<file path="src/rtl/fifo_top.sv">
// Single-clock synchronous FIFO with registered read data and count-derived
// full/empty flags. DEPTH must be a power of two so the pointers wrap naturally.
module fifo_top #(
  parameter int DATA_WIDTH = 32,
  parameter int DEPTH      = 16
) (
  input  logic                  clk,
  input  logic                  rst,
  input  logic                  wr_en,
  input  logic                  rd_en,
  input  logic [DATA_WIDTH-1:0] data_in,
  output logic [DATA_WIDTH-1:0] data_out,
  output logic                  full,
  output logic                  empty
);

  localparam int ADDR_WIDTH = $clog2(DEPTH);
  localparam logic [ADDR_WIDTH:0]   FULL_COUNT = (ADDR_WIDTH+1)'(DEPTH);
  localparam logic [ADDR_WIDTH-1:0] PTR_ONE    = ADDR_WIDTH'(1);
  localparam logic [ADDR_WIDTH:0]   CNT_ONE    = (ADDR_WIDTH+1)'(1);

  logic [DATA_WIDTH-1:0] mem [DEPTH];
  logic [ADDR_WIDTH-1:0] wr_ptr;
  logic [ADDR_WIDTH-1:0] rd_ptr;
  logic [ADDR_WIDTH:0]   count;
  logic                  do_read;
  logic                  do_write;

  // A read frees a slot on the same edge, so a full FIFO still takes a write
  // when it is also being read.
  assign do_read  = rd_en && !empty;
  assign do_write = wr_en && (!full || do_read);

  assign empty = (count == '0);
  assign full  = (count == FULL_COUNT);

  always_ff @(posedge clk) begin
    if (do_write) begin
      mem[wr_ptr] <= data_in;
    end
  end

  always_ff @(posedge clk or posedge rst) begin
    if (rst) begin
      wr_ptr   <= '0;
      rd_ptr   <= '0;
      count    <= '0;
      data_out <= '0;
    end else begin
      if (do_write) begin
        wr_ptr <= wr_ptr + PTR_ONE;
      end
      if (do_read) begin
        rd_ptr   <= rd_ptr + PTR_ONE;
        data_out <= mem[rd_ptr];
      end
      case ({do_write, do_read})
        2'b10:   count <= count + CNT_ONE;
        2'b01:   count <= count - CNT_ONE;
        default: count <= count;
      endcase
    end
  end

endmodule

</file>
<file path="config.mk">
export PLATFORM = sky130hd
export DESIGN_NAME = fifo_top
export DESIGN_NICKNAME = d
export VERILOG_FILES = /design/src/rtl/fifo_top.sv
export SDC_FILE = /design/constraint.sdc
export NUM_CORES = 1
export LEC_CHECK = 0
export BUFFER_PORTS_ARGS = -buffer_cell sky130_fd_sc_hd__buf_4
export CORE_MARGIN = 5
export CORE_UTILIZATION = 49
export CTS_CLUSTER_DIAMETER = 100
export DETAILED_ROUTE_END_ITERATION = 12
export PLACE_DENSITY = 0.65
export SLEW_MARGIN = 0
export SYNTH_ARGS = -nofsm -noshare
export SYNTH_HDL_FRONTEND = slang
export SYNTH_SLANG_ARGS = --single-unit
</file>
<file path="constraint.sdc">
create_clock -name clk -period 3.5 [get_ports clk]
set_clock_uncertainty 0.1 [all_clocks]
set_input_delay 0.175 -clock clk [delete_from_list [all_inputs] [get_ports clk]]
set_output_delay 0.175 -clock clk [all_outputs]
set_load 0.02 [all_outputs]
</file>
Word level (Yosys, flattened, before mapping)
Memory sizes are Yosys's and may differ from the RTL's. A register that Yosys moved wholly into a read port is not among the register bits.
Cells that the tools add are included.

word-level totals
  input bits = 36
  bits in writable memories = 512
  memories = 1
  flip-flop bits (word level) = 13

operators by class
  multiplexer cells = 3
  reduce and logical (&&, ||, !) cells = 7
  add/sub/neg operators = 4
  eq/ne operators = 3

memory list
  name  depth  width  read ports  clocked after Yosys merged registers in  write ports  line  source
  mem   16     32     1           1                                        1            22    logic [DATA_WIDTH-1:0] mem [DEPTH];

operators with widths
  operator                                                             number
  5-bit case mux with 2 select lines                                   1
  4-bit by 1-bit adder with 4-bit output (second input constant)       2
  5-bit by 1-bit adder with 5-bit output (second input constant)       1
  5-bit == test (second input constant)                                1
  5-bit logical NOT                                                    1
  5-bit by 1-bit subtractor with 5-bit output (second input constant)  1
  2-bit by 1-bit == test with 1-bit output (second input constant)     1
  2-bit == test (second input constant)                                1
  1-bit logical AND                                                    2
  1-bit logical NOT                                                    2
  1-bit 2-to-1 mux                                                     2
  2-bit nonzero test                                                   1
  1-bit logical OR                                                     1

Logic depth before layout (Yosys ltp)
Gate-level depths: netlist of the first run.

  depth after elaboration = 7
  gate-level depth with buffers = 11
  mapped depth without buffers = 11

Worst setup path after synthesis of the first run
No wires, ideal clock.

  kind = register to register
  from = register count[0]
  to = register count[4]
  path slack = 0.818 ns
  stages on the path, launching flop included = 11
  arrival time = 2.495 ns
  path buffers = 0
  data required time = 3.313 ns
  period minus slack after synthesis = 2.682 ns
  path through = dfrtp_1 > nor4_4 > nand2_1 > inv_1 > nor2_1 > ha_1 > nor2b_1 > o21a_1 > or2_2 > o31a_1 > o211ai_1

between the ends
  word-level cells in the longest chain between the ends = 7
  elaborated cells between the ends (all ways) = 13
  those cells by class = add/sub (2); eq/ne (3); mux (1); reduce/logical (7)

RTL lines
  item                                                                              line  source
  start, declared                                                                   25    logic [ADDR_WIDTH:0] count;
  start signal, assigned                                                            58    2'b10: count <= count + CNT_ONE;
  start signal, assigned                                                            59    2'b01: count <= count - CNT_ONE;
  start signal, assigned                                                            60    default: count <= count;
  5-bit logical NOT (*)                                                             34    assign empty = (count == '0);
  named net empty                                                                   14    output logic empty
  1-bit logical NOT (*)                                                             31    assign do_read = rd_en && !empty;
  1-bit logical AND (*)                                                             31
  1-bit logical OR                                                                  32    assign do_write = wr_en && (!full || do_read);
  1-bit logical AND                                                                 32
  2-bit by 1-bit == test with 1-bit output / 2-bit == test (equally long branches)  57    case ({do_write, do_read})
  5-bit case mux with 2 select lines / 2-bit nonzero test (equally long branches)   n/a

Mark *: on every way through the listed nets, which the timed path passes. The rest lies on a longest branch.
A chain may end at the register's enable or synchronous reset.

Worst setup path in the final report of the first run
  from = register count[0]
  to = register count[4]

between the ends
  word-level cells in the longest chain between the ends = 7
  elaborated cells between the ends (all ways) = 13
  those cells by class = add/sub (2); eq/ne (3); mux (1); reduce/logical (7)

RTL lines
  item                                                                              line
  5-bit logical NOT                                                                 34
  1-bit logical NOT                                                                 31
  1-bit logical AND                                                                 31
  1-bit logical OR                                                                  32
  1-bit logical AND                                                                 32
  2-bit by 1-bit == test with 1-bit output / 2-bit == test (equally long branches)  57
  5-bit case mux with 2 select lines / 2-bit nonzero test (equally long branches)   n/a

Several ways; a longest one is shown, not always the timed one.

==> flow_summary.json, run 1 <==
{
  "cts_hold_buf": 36,
  "p_leak_uw": 0.008060,
  "yosys.area.top_type_share_pct": 72.44,
  "wl_per_cell_um": 24.37,
  "setup.worst_path.start": "count[0]$_DFFE_PP0P_",
  "drive_above_1_share_pct": 29.84,
  "ys_warn_count": 0,
  "fin_crit_sh_pct": 94.13,
  "synth_ff_type": "edfxtp_1",
  "synth.most_common_cell": "edfxtp_1",
  "synth_seq_cells": 557,
  "rows": 76,
  "vias_per_cell": 5.675,
  "required_ps": 3900,
  "die_w_um": 218.1,
  "synthCells": 947,
  "n_antenna_cell": 0,
  "first_pass_iters": 5,
  "async_reset_ff_share_pct": 8.079,
  "cts_resized": 0,
  "synth-edff-count": 512,
  "crit_type": "register to register",
  "placed_cell_area_um2": 22440,
  "arrival_ps": 3700,
  "status": "completed",
  "grt_usage_pct": 17.83,
  "pin_count": 70,
  "vias": 9653,
  "htreeDepth": 2,
  "crit_slowest_cell": "dlygate4sd3_1",
  "setup_viol": 0,
  "ctsRootBufferMaster": "clkbuf_16",
  "syn_area_um2": 21220,
  "syn_nets": 992,
  "synth_area_leaders": "edfxtp_1 (72%), mux4_2 (14%), dfrtp_1 (5.3%)",
  "place.gp.congestion": 0.7628,
  "rsz0062_at_grt": "false",
  "numCtsBuffers": 53,
  "dp_slack_ps": 731.2,
  "critPathCaptureType": "register",
  "yosysUniqueCellTypes": 35,
  "cts_tree": "built",
  "clock-sinks": 557,
  "setup_tns_ps": 0,
  "max-vdd-ir-drop_mv": 0.4716,
  "die_h_um": 218.1,
  "final_cells": 1701,
  "grt.overflow.total": 0,
  "hold_viol_final": 0,
  "final_area_um2": 24480,
  "routed_wl_um": 41460,
  "yosysSeqAreaShare_pct": 77.75,
  "crit_fanout": 6,
  "start_util_pct": 49.38,
  "antenna_found_initial": 0,
  "drc": 0,
  "fmax_mhz": 303.5,
  "fin_crit_ps": 3295,
  "holdCritPathClass": "input pin to asynchronous set/reset pin",
  "drt_iter0_drc": 721,
  "postCtsSetupBuffers": 0,
  "area_growth_syn_to_layout_pct": 15.34,
  "synth_area_leader_cell": "edfxtp_1",
  "worstPathCellList": "nor4_4 > nand2_1 > inv_1 > nor2_1 > ha_1 > nor2b_1 > o21a_1 > or2_2 > o31a_1 > o211ai_1 > dlygate4sd3_1",
  "die_area_um2": 47580,
  "r2r-start": "count[0]$_DFFE_PP0P_",
  "grt_pass1_vias": 10290,
  "startpoint_type": "register",
  "antenna_left": 0,
  "r2r_slack_ps": 210,
  "power_density_nw_per_um2": 785.9,
  "core_area_um2": 42980,
  "drv_slew": 0,
  "slew_headroom_pct": 25.40,
  "tightest_slew_ps": 1119,
  "dp_hpwl_um": 22240,
  "finish.net_count": 1119,
  "grt_max_degree": 41,
  "portBuffers": 69,
  "critPathMaxStageDelay_ps": 560,
  "layout_setup_ws_ps": 205.5,
  "dp_cells": 1568,
  "clkLatencyLatePin_ps": 570,
  "cts.reportedPaths.clkPinSlew_ps": 60,
  "max_cap_viol_count": 0,
  "clk_path_buf_depth": 3,
  "syn_area_per_cell_um2": 22.41,
  "grt_pass1_wl_um": 64200,
  "holdWs_ps": 225.6,
  "synth_common_cells": "edfxtp_1 (512), mux4_2 (128), dfrtp_1 (45), mux2i_1 (39), nand2_1 (31)"
}
[power by group]
| part | switching [uW] | leakage [uW] | total, uW | internal, uW |
|---|---|---|---|---|
| logic | 2470 | 0.00206 | 4960 | 2490 |
| registers | 642 | 0.00515 | 8800 | 8160 |
| clock network | 2310 | 0.000844 | 5480 | 3170 |
| total | 5420 | 0.00806 | 19200 | 13800 |
[worst max-delay path: cells and delay by family (launching register included)]
family / cells / cell delay [ps]
adder cells (fa/ha/maj): 1 / 340
AND/OR/NAND/NOR: 5 / 1150
flip-flops: 1 / 440
AO/OA/AOI/OAI: 3 / 550
buffers and inverters: 2 / 660
[registers in the layout (all words and copies together) (netlist names)]
signal,count
mem,512
data_out,32
count,5
rd_ptr,4
wr_ptr,4
[kinds of logic after synthesis]
kind of cell / count (synthesis) / synth area share, %
simple gates: 63 / 1.515
compound gates: 71 / 2.305
fa+ha+maj: 9 / 0.5660
flops: 557 / 77.75
buf+inv: 57 / 1.320
mux: 182 / 16.22
xor+xnor: 8 / 0.3301
[per-layer routing]
layer / track usage, % / share of wire, % / vias up
met5: 0 / 0 / -
met4: 4.270 / 1.8 / 0
met3: 3.200 / 5.5 / 59
met2: 28.56 / 49 / 254
met1: 26.10 / 44 / 5119
li1: - / - / 4221
[final timing paths]
check	endpoint	cells past startpoint
worst min-delay path	data_out[2]$_DFFE_PP0N_	3
max in group asynchronous	data_out[14]$_DFFE_PP0N_	4
worst max register to register	count[4]$_DFFE_PP0P_	11
worst min register to register	data_out[2]$_DFFE_PP0N_	2
min in group clk	mem[5][31]$_DFFE_PP_	2
worst max-delay path	count[4]$_DFFE_PP0P_	11
[placed cells by master (no fill, tap or decap), drive strengths merged, types with 3 or more instances in the layout]
master       synthesis  final
edfxtp             512    512
mux4               128    128
buf                 31     84
clkbuf              17     67
dfrtp               45     45
mux2i               39     39
dlygate4sd3          0     36
nand2               31     31
clkinv               0     27
o22ai               26     26
o221ai              19     19
mux2                15     15
a21oi               15     15
inv                  9      9
and3                 9      9
xnor2                8      8
and2                 8      8
ha                   8      8
o21ai                4      4
nand2b               3      3
nor2                 3      3
bufinv               0      3
[through the flow]
step	power, uW	utilization [%]
floorplan	12360	-
global placement	13900	52.21
detailed placement	13990	52.21
CTS	19480	56.95
global route	20180	56.95
finish	19240	56.95
[final cells by class]
class / instances / area, um^2
inverters: 9 / 33.78
well taps: 585 / 732.0
clock buffers: 67 / 1469
fillers: 3188 / 18500
repair buffers: 120 / 1054
clock inverters: 30 / 210.2
multi-input cells: 333 / 4469
flip-flops and latches: 557 / 16510
No activity file was read; power rests on OpenSTA's default activity.
==> inputs of run 2 (changes only) <==
--- a/config.mk
+++ b/config.mk
@@ -5,6 +5,7 @@
 export SDC_FILE = /design/constraint.sdc
 export NUM_CORES = 1
 export LEC_CHECK = 0
+export ABC_AREA = 1
 export BUFFER_PORTS_ARGS = -buffer_cell sky130_fd_sc_hd__buf_4
 export CORE_MARGIN = 5
 export CORE_UTILIZATION = 49
==> flow_summary.json, run 2 <==
{
  "die_w_um": 224.0,
  "synth-edff-count": 512,
  "cts_hold_buf": 35,
  "synth_common_cells": "nand2_1 (793), edfxtp_1 (512), nand3_1 (335), buf_2 (52), dfrtp_1 (45)",
  "holdCritPathClass": "input pin to asynchronous set/reset pin",
  "syn_nets": 1947,
  "slew_headroom_pct": 19.14,
  "area_growth_syn_to_layout_pct": 13.55,
  "status": "completed",
  "portBuffers": 69,
  "critPathCaptureType": "register",
  "arrival_ps": 2960,
  "max_cap_viol_count": 0,
  "syn_area_per_cell_um2": 11.80,
  "clkLatencyLatePin_ps": 600,
  "synth.most_common_cell": "nand2_1",
  "synth-xor-area-share_pct": 0.3122,
  "power_density_nw_per_um2": 820.0,
  "cp_top_family": "simple AND/OR/NAND/NOR gates",
  "top_register": "mem",
  "vias": 14440,
  "hold_viol_final": 0,
  "tightest_slew_ps": 1210,
  "synth_top_family_by_area": "simple AND/OR/NAND/NOR gates",
  "pin_count": 70,
  "ctsRootBufferMaster": "clkbuf_16",
  "postCtsSetupBuffers": 0,
  "clock-sinks": 557,
  "synthSimpleGateAreaFrac_pct": 21.24,
  "crit_slowest_cell": "nor2_4",
  "cts_resized": 0,
  "clk_path_buf_depth": 3,
  "numCtsBuffers": 54,
  "setup_tns_ps": 0,
  "synth_area_leaders": "edfxtp_1 (69%), nand2_1 (13%), nand3_1 (7.5%)",
  "grt_usage_pct": 22.22,
  "synth_ff_type": "edfxtp_1",
  "synth_seq_cells": 557,
  "die_area_um2": 50180,
  "finalPower_uw": 20900,
  "cp.buffers_inverters": 2,
  "largest_register_ffs": 512,
  "drc": 0,
  "max-vdd-ir-drop_mv": 0.5429,
  "synth.area.mux_share_pct": 0,
  "crit_fanout": 22,
  "place.gp.congestion": 0.8135,
  "dp_hpwl_um": 31290,
  "critPathMaxStageDelay_ps": 780,
  "grt.overflow.total": 0,
  "required_ps": 3700,
  "antenna_left": 0,
  "p_leak_uw": 0.009651,
  "cts.reportedPaths.clkPinSlew_ps": 60,
  "largestRegisters": "mem (512), data_out (32), count (5)",
  "drt_iter0_drc": 1686,
  "wl_per_cell_um": 21.21,
  "die_h_um": 224.0,
  "htreeDepth": 2,
  "drive_above_1_share_pct": 9.709,
  "final_core_util_pct": 56.15,
  "first_pass_iters": 5,
  "finish.net_count": 2030,
  "fin_crit_sh_pct": 78.85,
  "antenna_found_initial": 1,
  "start_util_pct": 49.45,
  "mostFrequentLayoutCell": "nand2_1",
  "ys_warn_count": 0,
  "drv_slew": 0,
  "yosys.area.top_type_share_pct": 68.51,
  "grt_max_degree": 175,
  "setup_viol": 0,
  "dp_slack_ps": 700.5,
  "syn_area_um2": 22440,
  "synthAdderAreaFrac_pct": 0.5352,
  "cts_tree": "built",
  "synth_area_leader_cell": "edfxtp_1",
  "async_reset_ff_share_pct": 8.079,
  "crit_type": "register to register",
  "worstPathCellList": "nor2_2 > nand3_1 > o21ai_1 > inv_2 > nand2_1 > nor2_4 > buf_4",
  "yosysSeqAreaShare_pct": 73.53,
  "grt_pass1_vias": 14060,
  "final_cell_mix": "nand2_1 (793), edfxtp_1 (512), nand3_1 (335), buf_4 (91), clkbuf_16 (55)",
  "fmax_mhz": 362.4,
  "synthCells": 1902,
  "core_area_um2": 45380,
  "n_antenna_cell": 0,
  "rows": 78,
  "yosysUniqueCellTypes": 26,
  "vias_per_cell": 5.491,
  "layout_setup_ws_ps": 740.3,
  "routed_wl_um": 55770,
  "startpoint_type": "register",
  "rsz0062_at_grt": "false",
  "grt_pass1_wl_um": 85220,
  "synth_compound_area_share_pct": 1.048,
  "fin_crit_ps": 2760
}
## run 2: changes by cell type in the layout (fill, tap and decap cells not counted), moves of 17 or more
cell	before	now
a21oi_1	14	40
clkbuf_1	5	23
mux2i_1	39	0
mux4_2	128	0
nand2_1	30	793
nand3_1	1	335
nor2_4	0	17
o221ai_1	19	0
o22ai_1	26	0
## run 2: area by class of cell
| class | instances | area [um^2] |
|---|---|---|
| fillers | 3721 | 19900 |
| flip-flops and latches | 557 | 16510 |
| multi-input cells | 1216 | 5318 |
| clock buffers | 82 | 1518 |
| repair buffers | 134 | 1194 |
| well taps | 600 | 750.7 |
| clock inverters | 18 | 106.4 |
| inverters | 22 | 88.84 |
## run 2: kinds of logic (layout without fill, tap and decap cells)
kind of cell / count (synthesis) / in the layout
xor+xnor: 8 / 8
flops: 557 / 557
buf+inv: 129 / 256
fa+ha+maj: 9 / 9
compound gates: 47 / 47
simple gates: 1152 / 1152
## run 2: metal layers
layer / routed length [um] / vias to the layer above / global-route usage, %
li1: - / 6732 / -
met1: 23720 / 7012 / 32.51
met2: 25900 / 608 / 34.86
met3: 4917 / 85 / 3.800
met4: 1238 / 0 / 6.285
met5: 0 / - / 0
## run 2: report_power, final
group	internal [uW]	switching [uW]	total, uW
logic	1990	5000	6990
clock network	3050	2360	5410
registers	8110	390	8500
total	13100	7750	20900
## run 2: through the flow
| stage | area [um^2] | std cells | hold slack (ps) |
|---|---|---|---|
| after floorplan | 22440 | 1902 | 173.9 |
| after global placement | 23510 | 2494 | 209.4 |
| after detailed placement | 23510 | 2494 | 221.5 |
| after CTS | 25480 | 2629 | 133.7 |
| after global routing | 25480 | 2629 | 180.1 |
| final | 25480 | 2629 | 145.0 |
## run 2: final timing paths
check                                         start                       end  slack [ps]  depth (start not counted)
setup / recovery               count[0]$_DFFE_PP0P_      mem[5][25]$_DFFE_PP_         740                          7
hold / removal                                  rst  data_out[21]$_DFFE_PP0N_         140                          3
setup reg to reg               count[0]$_DFFE_PP0P_      mem[5][25]$_DFFE_PP_         740                          7
hold reg to reg            data_out[29]$_DFFE_PP0N_  data_out[29]$_DFFE_PP0N_         380                          2
max in group asynchronous                       rst   data_out[4]$_DFFE_PP0N_        2310                          4
min in group clk                        data_in[10]      mem[6][10]$_DFFE_PP_         330                          2
## run 2: worst reg2reg max path, cell delays in order, from the launching register on
cell	delay [ps]
dfrtp_1	410
nor2_2	80
nand3_1	160
o21ai_1	180
inv_2	180
nand2_1	250
nor2_4	780
buf_4	350
==> inputs of run 3 (changes only) <==
--- a/config.mk
+++ b/config.mk
@@ -5,13 +5,13 @@
 export SDC_FILE = /design/constraint.sdc
 export NUM_CORES = 1
 export LEC_CHECK = 0
-export ABC_AREA = 1
+export ABC_AREA = 0
 export BUFFER_PORTS_ARGS = -buffer_cell sky130_fd_sc_hd__buf_4
 export CORE_MARGIN = 5
 export CORE_UTILIZATION = 49
 export CTS_CLUSTER_DIAMETER = 100
 export DETAILED_ROUTE_END_ITERATION = 12
-export PLACE_DENSITY = 0.65
+export PLACE_DENSITY = 0.68
 export SLEW_MARGIN = 0
 export SYNTH_ARGS = -nofsm -noshare
 export SYNTH_HDL_FRONTEND = slang
==> constraint.sdc (replaced) <==
create_clock -name clk -period 2.4 [get_ports clk]
set_clock_uncertainty 0.1 [all_clocks]
set_input_delay 0.12 -clock clk [delete_from_list [all_inputs] [get_ports clk]]
set_output_delay 0.12 -clock clk [all_outputs]
set_load 0.02 [all_outputs]
==> flow_summary.json, run 3 (same netlist as run 1, synthesis figures left out) <==
{
  "status": "completed",
  "top_layer": "met4",
  "dp_slack_ps": -65.65,
  "final_cell_mix": "edfxtp_1 (512), mux4_2 (128), buf_4 (103), clkbuf_16 (57), dfrtp_1 (41)",
  "r2r-start": "count[0]$_DFFE_PP0P_",
  "finish.net_count": 1165,
  "clock-sinks": 557,
  "drv_slew": 0,
  "wl_met3_um": 2994,
  "required_ps": 2790,
  "slew_headroom_pct": 55.35,
  "fin_crit_ps": 2383,
  "crit_slowest_cell": "dfrtp_2",
  "holdCritPathClass": "input pin to asynchronous set/reset pin",
  "wl_met2_um": 22120,
  "rsz0062_at_grt": "true",
  "reg2regPathDepth": 10,
  "fin_crit_sh_pct": 99.31,
  "power_density_nw_per_um2": 1181,
  "pin_count": 70,
  "grt_max_degree": 35,
  "setup_tns_ps": 0,
  "wl_met1_um": 19270,
  "clkLatencyLatePin_ps": 570,
  "setup.worst_path.start": "count[0]$_DFFE_PP0P_",
  "cts_tree": "built",
  "die_h_um": 218.1,
  "setup_viol": 0,
  "htreeDepth": 2,
  "portBuffers": 69,
  "die_w_um": 218.1,
  "p_leak_uw": 0.008458,
  "worstPathCellList": "nor4_4 > nand2_2 > inv_2 > nor2_4 > ha_4 > nor2b_1 > o21a_1 > or2_4 > o31a_1 > o211ai_1",
  "tightest_slew_ps": 668.8,
  "fillers": 3086,
  "area_growth_syn_to_layout_pct": 19.68,
  "place.gp.congestion": 0.7985,
  "hold_viol_final": 0,
  "wl_per_cell_um": 25.89,
  "die_area_um2": 47580,
  "largestRegisters": "mem (512), data_out (32), count (5)",
  "r2r_slack_ps": 20,
  "vias_per_cell": 5.825,
  "grt_pass1_wl_um": 68510,
  "drt_iter0_drc": 763,
  "antenna_left": 0,
  "ctsRootBufferMaster": "clkbuf_16",
  "routed_wl_um": 45330,
  "dp_hpwl_um": 26600,
  "holdWs_ps": 109.0,
  "mostFrequentLayoutCell": "edfxtp_1",
  "vias": 10200,
  "core_area_um2": 42980,
  "startpoint_type": "register",
  "arrival_ps": 2770,
  "cts.reportedPaths.clkPinSlew_ps": 60,
  "max_cap_viol_count": 0,
  "layout_setup_ws_ps": 16.62,
  "first_pass_iters": 5,
  "final_cells": 1751,
  "critPathCaptureType": "register",
  "antenna_found_initial": 0,
  "n_antenna_cell": 0,
  "dp_cells": 1609,
  "largest_register_ffs": 512,
  "crit_type": "register to register",
  "fmax_mhz": 419.6,
  "clk_path_buf_depth": 3,
  "grt_usage_pct": 19.39,
  "top_register": "mem",
  "grt.overflow.total": 0,
  "critPathMaxStageDelay_ps": 430,
  "drive_above_1_share_pct": 34.22,
  "max-vdd-ir-drop_mv": 0.6013,
  "grt_pass1_vias": 10710,
  "final_core_util_pct": 59.10,
  "crit_fanout": 5,
  "rr_endpoint": "count[4]$_DFFE_PP0P_",
  "start_util_pct": 49.38,
  "drc": 0,
  "rows": 76,
  "numCtsBuffers": 54
}
==> run 3: changes by cell type in the layout (fill, tap and decap cells not counted), sizes merged, moves of 13 or more <==
cell / change
buf: +31
mux4: +128
mux2: +15
nand3: -335
clkbuf: -13
o221ai: +19
nand2: -764
mux2i: +39
a21oi: -25
o22ai: +26
nor2: -17
==> run 3: worst max path at each step <==
stage,endpoint,cells after the start
after global placement,mem[2][23]$_DFFE_PP_,7
after floorplan,count[4]$_DFFE_PP0P_,10
after CTS,count[4]$_DFFE_PP0P_,10
after detailed placement,mem[2][22]$_DFFE_PP_,7
after global routing,count[4]$_DFFE_PP0P_,10
final,count[4]$_DFFE_PP0P_,10
==> run 3: metrics by stage <==
step	power, uW	area, um^2
final	29990	25400
after CTS	30230	25340
after global placement	21000	23050
after global routing	31270	25400
after detailed placement	21150	23050
after floorplan	18050	21250
==> run 3: where the power goes <==
part / internal [uW] / switching (uW) / total [uW]
logic: 4110 / 4280 / 8390
registers: 11900 / 686 / 12600
clock network: 5490 / 3540 / 9030
==> run 3: area by class of cell <==
| class | count | area [um^2] | share of cell area, % |
|---|---|---|---|
| Timing Repair Buffer | 165 | 1664 | 6.551 |
| Multi-Input combinational cell | 333 | 4516 | 17.78 |
| Inverter | 9 | 33.78 | 0.1330 |
| Clock inverter | 33 | 410.4 | 1.616 |
| Tap cell | 585 | 732.0 | 2.882 |
| Sequential cell | 557 | 16510 | 65.01 |
| Clock buffer | 69 | 1531 | 6.029 |
==> run 3: critical path: cells and delay by family, from the launching register on <==
kind / cells / cell delay (ps)
AO/OA/AOI/OAI: 3 / 600
adder cells (fa/ha/maj): 1 / 230
buffers and inverters: 1 / 90
flip-flops: 1 / 430
AND/OR/NAND/NOR: 5 / 850
==> run 3: layer usage <==
| metal | GRT usage (%) | up-vias |
|---|---|---|
| li1 | - | 4333 |
| met5 | 0 | - |
| met4 | 4.564 | 0 |
| met3 | 3.643 | 75 |
| met2 | 31.27 | 359 |
| met1 | 28.11 | 5433 |
==> run 3: timing repair <==
| item | in CTS | in global routing |
|---|---|---|
| endpoints found under the setup margin | 335 | 358 |
| gates cloned | 0 | 0 |
| hold endpoints to repair | 539 | 0 |
| gates resized for setup | 2 | 7 |
| pin swaps | 0 | 5 |
| hold buffers | 35 | 0 |
| setup buffers | 0 | 5 |
